[config.mk]
export PLATFORM = sky130hd
export DESIGN_NAME = fault_sim_sequencer
export DESIGN_NICKNAME = d
export VERILOG_FILES = /design/src/rtl/fault_sim_pkg.sv /design/src/rtl/fault_sim_settle_cnt.sv /design/src/rtl/fault_sim_sequencer.sv
export SDC_FILE = /design/constraint.sdc
export NUM_CORES = 1
export LEC_CHECK = 0
export BUFFER_PORTS_ARGS = -buffer_cell sky130_fd_sc_hd__buf_2
export CORE_MARGIN = 10
export CORE_UTILIZATION = 51
export DETAILED_ROUTE_END_ITERATION = 7
export GPL_TIMING_DRIVEN = 0
export PLACE_DENSITY = 0.76
export SETUP_SLACK_MARGIN = 0.05
export SYNTH_ARGS = -nofsm -noshare
export SYNTH_HDL_FRONTEND = slang
export SYNTH_SLANG_ARGS = --single-unit
[constraint.sdc]
create_clock -name clk -period 1.6 [get_ports clk]
set_input_delay 0.48 -clock clk [delete_from_list [all_inputs] [get_ports clk]]
set_output_delay 0.48 -clock clk [all_outputs]
set_load 0.01 [all_outputs]
[src/rtl/fault_sim_pkg.sv]
// Shared types and width helpers for the fault-simulation sequencers.
// Width functions let a parameterised instance size its own pass/settle registers.
package fault_sim_pkg;

  typedef enum logic [1:0] {
    IDLE,
    SETTLE,
    SAMPLE,
    COMPARE
  } state_t;

  localparam int DEF_NUM_FAULTS    = 3;
  localparam int DEF_SETTLE_CYCLES = 1;

  // Pass index runs 0..num_faults (pass 0 is the fault-free reference).
  function automatic int pass_w(input int num_faults);
    return (num_faults >= 1) ? $clog2(num_faults + 1) : 1;
  endfunction

  // Settle counter is loaded with settle_cycles-1 and counts down to zero.
  function automatic int cnt_w(input int settle_cycles);
    return (settle_cycles > 1) ? $clog2(settle_cycles) : 1;
  endfunction

  localparam int PASS_W = pass_w(DEF_NUM_FAULTS);
  localparam int CNT_W  = cnt_w(DEF_SETTLE_CYCLES);

endpackage

[src/rtl/fault_sim_settle_cnt.sv]
// Loadable down-counter with a zero flag; times how long a CUT configuration
// is held before its response is sampled.
module fault_sim_settle_cnt #(
  parameter int W = 1
) (
  input  logic         clk,
  input  logic         rst,
  input  logic         load,
  input  logic [W-1:0] load_val,
  input  logic         dec,
  output logic         zero
);

  logic [W-1:0] count;

  // NOTE: non-blocking assignments so every flop samples pre-edge values.
  always_ff @(posedge clk or posedge rst) begin
    if (rst) begin
      count <= '0;
    end else if (load) begin
      count <= load_val;
    end else if (dec && (count != '0)) begin
      count <= count - 1'b1;
    end
  end

  assign zero = (count == '0);

endmodule

[src/rtl/fault_sim_sequencer.sv]
// Serial-pass fault-simulation sequencer: one fault-free pass plus one pass per
// fault site, packing CUT responses into word and flagging differing faults.
module fault_sim_sequencer
  import fault_sim_pkg::*;
#(
  parameter int NUM_FAULTS    = DEF_NUM_FAULTS,
  parameter int NUM_IN        = 4,
  parameter int SETTLE_CYCLES = DEF_SETTLE_CYCLES
) (
  input  logic                  clk,
  input  logic                  rst,
  input  logic                  start,
  input  logic [NUM_IN-1:0]     test_vec,
  input  logic                  cut_out,
  output logic [NUM_IN-1:0]     cut_in,
  output logic [NUM_FAULTS-1:0] fault_sel,
  output logic                  busy,
  output logic                  done,
  output logic [NUM_FAULTS:0]   word,
  output logic [NUM_FAULTS-1:0] detected,
  output logic                  detect_any
);

  localparam int PW = pass_w(NUM_FAULTS);
  localparam int CW = cnt_w(SETTLE_CYCLES);
  localparam logic [CW-1:0] SETTLE_LOAD = CW'(SETTLE_CYCLES - 1);
  localparam logic [PW-1:0] LAST_PASS   = PW'(NUM_FAULTS);

  state_t                  state, state_next;
  logic [PW-1:0]           pass;
  logic [PW-1:0]           word_idx;
  logic [NUM_FAULTS-1:0]   diff;
  logic                    accept;
  logic                    cnt_load;
  logic                    cnt_zero;

  assign accept   = (state == IDLE) && start;
  assign cnt_load = accept || ((state == SAMPLE) && (pass != LAST_PASS));
  // Fault-free response lives in the top bit; fault i's response in bit i.
  assign word_idx = (pass == '0) ? LAST_PASS : pass - 1'b1;
  assign diff     = word[NUM_FAULTS-1:0] ^ {NUM_FAULTS{word[NUM_FAULTS]}};

  fault_sim_settle_cnt #(.W(CW)) u_settle_cnt (
    .clk      (clk),
    .rst      (rst),
    .load     (cnt_load),
    .load_val (SETTLE_LOAD),
    .dec      (state == SETTLE),
    .zero     (cnt_zero)
  );

  always_ff @(posedge clk or posedge rst) begin
    if (rst) state <= IDLE;
    else     state <= state_next;
  end

  // NOTE: default assigned first so no path leaves state_next unassigned (no latch).
  always_comb begin
    state_next = state;
    case (state)
      IDLE:    if (start) state_next = SETTLE;
      SETTLE:  if (cnt_zero) state_next = SAMPLE;
      SAMPLE:  state_next = (pass == LAST_PASS) ? COMPARE : SETTLE;
      COMPARE: state_next = IDLE;
      default: state_next = IDLE;
    endcase
  end

  always_ff @(posedge clk or posedge rst) begin
    if (rst) begin
      pass       <= '0;
      cut_in     <= '0;
      fault_sel  <= '0;
      busy       <= 1'b0;
      done       <= 1'b0;
      word       <= '0;
      detected   <= '0;
      detect_any <= 1'b0;
    end else begin
      done <= 1'b0;
      case (state)
        IDLE: begin
          if (start) begin
            cut_in    <= test_vec;
            fault_sel <= '0;
            word      <= '0;
            pass      <= '0;
            busy      <= 1'b1;
          end
        end
        SAMPLE: begin
          word[word_idx] <= cut_out;
          // Next pass enables fault site `pass`; after the last pass the CUT runs fault-free.
          if (pass != LAST_PASS) begin
            pass      <= pass + 1'b1;
            fault_sel <= NUM_FAULTS'(1) << pass;
          end else begin
            fault_sel <= '0;
          end
        end
        COMPARE: begin
          detected   <= diff;
          detect_any <= |diff;
          done       <= 1'b1;
          busy       <= 1'b0;
          cut_in     <= '0;
          pass       <= '0;
        end
        default: ;
      endcase
    end
  end

endmodule

==> reports/results.ini, run 1 <==
[layout]
design_area_mm2 = 0.00125
n_fill_cell = 164
fin_nets = 134
area_delta_synth_final_pct = 17.9
n_antenna_cell = 0
drive_gt1_share_pct = 35.8

[route]
vias = 776
dr.first_iter.drc_count = 36
routed_wl_um = 2140
dr.pass1.iters = 4
drcViolationCount = 0
drt-wirelength-per-cell_um = 14.6
ant_nets = 0
viasPerCell = 5.28

[global_route]
grt_max_degree = 23
overflow = 0
grt_usage_pct = 10.5
grt_pass1_vias = 801
grt_pass1_wl_um = 3690
antenna_found_initial = 0

[power_and_ir_drop]
vdd_ir_drop_max_v = 0.00112
p_total_mw = 2.34
power.density_mw_per_mm2 = 1870
power_leakage_nw = 0.629

[critical_path]
path_class = flip-flop to flip-flop
critical_path.reg2reg.startpoint = pass[0]
cp.required_ps = 1800
r2r_end = pass[1]
reg2reg_depth = 4
r2r_setup_slack_ps = 170
critPathMaxFanout = 6
critPathLaunchType = flip-flop
cp_data_arrival_time_ps = 1630
crit_path_end_kind = flip-flop

[timing]
hold_violations = 0
finalCriticalPeriod_ps = 1430
worst_slew_pin_slew_ps = 812
whs_ps = 317
rsz0062_at_grt = no
finClkSkew_ps = 2.73
finalSetupTns_ps = 0
slew_violations = 0
setup_ws_ps = 174
finalSetupViolCount = 0
fmax_ghz = 0.701
finalCritPeriodShare_pct = 89.1
max_slew_margin_pct = 45.8

[clocking]
clock_latency_ps = 300
post_cts_resized = 0
clkTransAtPathRegs_ps = 120
cts_tree = built
cts_sinks = 22
cts_root_buf = clkbuf_4
cts-buffers-inserted = 3
postCtsHoldBufs = 0
cts_setup_buffers = 0
cts.path.max_buffers = 2
cts-htree-levels = 1

[synthesis]
synth-compound-area-share_pct = 20.7
netlist.area_leader.share_pct = 51.7
yosys_most_used_dff = dfrtp_1
ys_seq_area_share_pct = 51.7
synth_top_area_cell = dfrtp_1
yosys_warnings = 0
synth_simple_gate_area_share_pct = 8.70
synth_nets = 105
async_reset_ff_share_pct = 100
synth_edf_count = 0
synth_seq_cells = 22
syn_inst = 92
ys_types = 27
yosysMostFrequentCell = dfrtp_1
ys_top_cells_by_area = dfrtp_1 (52%), a22o_1 (7.4%), ha_1 (5.9%), mux2_2 (4.2%), nand2_1 (3.9%)
muxShareOfSynthArea_pct = 5.29
synth_top_family_by_area = compound AO/OA/AOI/OAI gates
synth_adder_area_share_pct = 5.88
synth_xor_area_share_pct = 3.29
yosys-top-cells-count = dfrtp_1 (22), nand2_1 (11), a22o_1 (9)
syn_area_mm2 = 0.00106
postSynthAreaPerCell_um2 = 11.6

[flow_run]
maxCapViolations = 0

[placed_design]
place_ws_ps = 189
gp_congestion = 0.788
place_area_mm2 = 0.00122
port-buffer-count = 24
hpwl_um = 1650

[outcome]
outcome = finished, final reports clean

[floorplan]
fp.dieH_um = 65.7
die_x_um = 65.7
initial_utilization_pct = 53.7
rows = 16
num_io_pins = 25
coreArea_mm2 = 0.00198
die-area_mm2 = 0.00432

[worst_hold_path]
hp-class = primary input to async pin

## area by class of cell
type | instances | area, µm² | area share [%]
Tap cell | 27 | 33.8 | 2.69
Buffer | 4 | 28.8 | 2.29
Sequential cell | 22 | 551 | 43.9
Inverter | 5 | 18.8 | 1.50
Clock buffer | 4 | 36.3 | 2.89
Multi-Input combinational cell | 61 | 467 | 37.2
Timing Repair Buffer | 24 | 120 | 9.57
## kinds of logic (layout without fill, tap and decap cells)
kind of cell | Yosys count | in the layout
AND/OR/NAND/NOR | 18 | 18
AO/OA/AOI/OAI | 29 | 29
flip-flops | 22 | 22
buffers and inverters | 9 | 37
multiplexers | 5 | 5
adder cells (fa/ha/maj) | 5 | 5
XOR/XNOR | 4 | 4
## power by group
group | leakage (nW) | switching (mW) | internal (mW)
registers | 0.288 | 0.166 | 0.769
logic | 0.320 | 0.595 | 0.516
clock network | 0.0210 | 0.159 | 0.139
total | 0.629 | 0.921 | 1.42
## through the flow
step,utilization (%),instances
after global placement,61.5,143
after CTS,63.3,147
final,63.3,147
after global routing,63.3,147
after detailed placement,61.5,143
after floorplan,-,92
## state kept, by name, summed over array words and instances, names as in the netlist
| name | count |
|---|---|
| word | 4 |
| cut_in | 4 |
| fault_sel | 3 |
| done | 1 |
| pass | 2 |
| u_settle_cnt.count | 1 |
| state | 2 |
| detect_any | 1 |
| detected | 3 |
| busy | 1 |
## worst max-delay path by stage
stage / from / end / slack, ps / cells past startpoint
floorplan: pass[0] / pass[1] / 260 / 4
global placement: pass[0] / pass[1] / 190 / 4
detailed placement: pass[0] / pass[1] / 190 / 4
CTS: pass[0] / pass[1] / 160 / 4
global route: pass[0] / word[3] / 80 / 4
finish: pass[0] / pass[1] / 170 / 4
## worst max-delay path, stage by stage, from the launching register on
cell and delay [ps]:
dfrtp_1 470, inv_1 100, ha_1 290, mux2_1 280, a22o_1 200
## cells in the final DEF (no fill, tap or decap), types with 2 or more instances in the layout
cell type / count
xnor2_1: 4
ha_1: 5
nor2b_1: 2
mux2_2: 4
clkbuf_4: 3
buf_2: 26
nand2_1: 11
inv_1: 3
a22oi_1: 3
a22o_1: 9
dfrtp_1: 22
o21ai_1: 7
o2bb2ai_1: 3
nand2b_1: 2
inv_2: 2
## layer usage
| layer | track usage, % | wire [µm] | vias up |
|---|---|---|---|
| met5 | 0 | 0 | - |
| met4 | 4.01 | 19 | 0 |
| met3 | 3.39 | 125 | 2 |
| met2 | 18.4 | 1140 | 12 |
| met1 | 11.6 | 858 | 376 |
| li1 | - | - | 386 |
Power figures use the tool's default switching activity.
==> inputs of run 2 (changes only) <==
==> constraint.sdc (replaced) <==
create_clock -name clk -period 1.5 [get_ports clk]
set_input_delay 0.45 -clock clk [delete_from_list [all_inputs] [get_ports clk]]
set_output_delay 0.45 -clock clk [all_outputs]
set_load 0.01 [all_outputs]
==> run 2 against run 1 <==
Effect of this change: flip-flop and latch count is the same; sequential share of layout area decreased by 0.18 points; register-to-register slack got worse by 70 ps; combinational power increased by 9.9%; via count unchanged; design area grew 1.1%; clock power grew 5%; fmax rose by 2.1%; highest routed layer unchanged.
==> reports/results.ini, run 2 (synthesis gave the netlist of run 1 again) <==
[outcome]
outcome = finished, final reports clean  ; unchanged

[clocking]
clkTransAtPathRegs_ps = 120  ; about the same
clock_latency_ps = 290  ; was 300 ps
postCtsHoldBufs = 0  ; unchanged
cts_sinks = 22  ; unchanged
cts-htree-levels = 1  ; unchanged
cts_tree = built  ; unchanged
cts_root_buf = clkbuf_4  ; unchanged
cts-buffers-inserted = 3  ; unchanged
cts.path.max_buffers = 2  ; unchanged

[global_route]
antenna_found_initial = 0  ; unchanged
grt_pass1_wl_um = 3690  ; unchanged
grt_usage_pct = 10.5  ; unchanged
grt_pass1_vias = 801  ; unchanged
overflow = 0  ; unchanged
grt_max_degree = 23  ; unchanged

[timing]
finalSetupViolCount = 0  ; unchanged
hold_violations = 0  ; unchanged
fmax_ghz = 0.716  ; was 0.701 GHz
finalSetupTns_ps = 0  ; unchanged
finalCritPeriodShare_pct = 93.1  ; was 89.1%
slew_violations = 0  ; unchanged
finalCriticalPeriod_ps = 1400  ; was 1430 ps
whs_ps = 296  ; was 317 ps
finClkSkew_ps = 3.00  ; was 2.73 ps
worst_slew_pin_slew_ps = 824  ; was 812 ps
rsz0062_at_grt = no  ; unchanged
max_slew_margin_pct = 45.0  ; was 45.8%

[floorplan]
coreArea_mm2 = 0.00198  ; unchanged
initial_utilization_pct = 53.7  ; unchanged
fp.dieH_um = 65.7  ; unchanged
die-area_mm2 = 0.00432  ; unchanged
die_x_um = 65.7  ; unchanged
num_io_pins = 25  ; unchanged
rows = 16  ; unchanged

[layout]
n_antenna_cell = 0  ; unchanged
layout_common_cells = buf_2 (26), dfrtp_1 (19), nand2_1 (11), a22o_1 (9), o21ai_1 (7)  ; was buf_2 (26), dfrtp_1 (22), nand2_1 (11), a22o_1 (9), o21ai_1 (7)
drive_gt1_share_pct = 40.5  ; was 35.8%
top_regs = cut_in x4, word x4  ; unchanged
design_area_mm2 = 0.00127  ; was 0.00125 mm²
area_delta_synth_final_pct = 19.2  ; was 17.9%
final_common_cell = buf_2  ; unchanged
fin_nets = 135  ; was 134
fin_cells = 148  ; was 147

[placed_design]
port-buffer-count = 24  ; unchanged
place_area_mm2 = 0.00122  ; unchanged
dp_cells = 143  ; unchanged
hpwl_um = 1650  ; unchanged
gp_congestion = 0.788  ; unchanged

[critical_path]
cp_data_arrival_time_ps = 1590  ; was 1630 ps
path_class = flip-flop to flip-flop  ; unchanged
crit_chain = inv_1, ha_2, mux2_1, a22o_1  ; was inv_1, ha_1, mux2_1, a22o_1
cpMaxStageDelayCell = dfrtp_2  ; was dfrtp_1
crit_path_end_kind = flip-flop  ; unchanged
critPathLaunchType = flip-flop  ; unchanged
cpPeakStageDelay_ps = 460  ; was 470 ps
critPathMaxFanout = 5  ; was 6
cp.required_ps = 1690  ; was 1800 ps

[route]
ant_nets = 0  ; unchanged
drcViolationCount = 0  ; unchanged
dr.first_iter.drc_count = 45  ; was 36
viasPerCell = 5.24  ; was 5.28
vias = 776  ; unchanged
drt-wirelength-per-cell_um = 14.8  ; was 14.6 µm
routed_wl_um = 2190  ; was 2140 µm
dr.pass1.iters = 4  ; unchanged

[power_and_ir_drop]
power_leakage_nw = 0.629  ; about the same
vdd_ir_drop_max_v = 0.00127  ; was 0.00112 V
power.density_mw_per_mm2 = 2000  ; was 1870 mW/mm²

[flow_run]
maxCapViolations = 0  ; unchanged

[worst_hold_path]
hp-class = primary input to async pin  ; unchanged

==> run 2: cell type report <==
| type | count | area, µm² |
|---|---|---|
| Timing Repair Buffer | 25 | 128 |
| Tap cell | 27 | 33.8 |
| Buffer | 4 | 28.8 |
| Fill cell | 158 | 713 |
| Clock buffer | 4 | 36.3 |
| Sequential cell | 22 | 554 |
| Inverter | 5 | 18.8 |
| Multi-Input combinational cell | 61 | 469 |
==> run 2: metrics by stage <==
stage          total power, mW  setup slack [ps]  utilization, %
2_1_floorplan             1.83               164               -
3_3_place_gp              2.16              94.1            61.5
3_5_place_dp              2.21              88.5            61.5
4_1_cts                   2.53              60.5            63.3
5_1_grt                   2.75              49.0            64.0
6_report                  2.54               103            64.0
==> run 2: worst paths after layout <==
kind,start,cells past startpoint,slack (ps),endpoint
worst max-delay path,pass[1],4,100,pass[1]
worst min-delay path,rst,2,300,cut_in[2]
worst max register to register,pass[1],4,100,pass[1]
worst min register to register,detect_any,2,490,detect_any
max in group asynchronous,rst,2,650,pass[0]
min in group clk,test_vec[3],3,450,cut_in[3]
==> run 2: where the power goes <==
group          switching (mW)  internal, mW  total, mW
Clock                   0.166         0.148      0.314
Combinational           0.649         0.571       1.22
Sequential              0.177         0.826       1.00
==> run 2: timing repair <==
item	CTS	global route
resized for setup	0	5
hold endpoints to repair	0	0
buffers inserted	0	1
setup endpoints to repair	0	4
==> run 2: worst max-delay path, delay by kind of cell (launching register included) <==
family,cells,cell delay (ps)
buffers and inverters,1,90
adder cells (fa/ha/maj),1,260
AO/OA/AOI/OAI,1,210
flip-flops,1,460
multiplexers,1,270
==> run 2: layer usage <==
layer | routed length [µm] | GRT usage, % | vias to the layer above
met1 | 902 | 11.6 | 378
met5 | 0 | 0 | -
met4 | 19 | 4.01 | 0
met3 | 122 | 3.39 | 2
met2 | 1150 | 18.4 | 10
li1 | - | - | 386
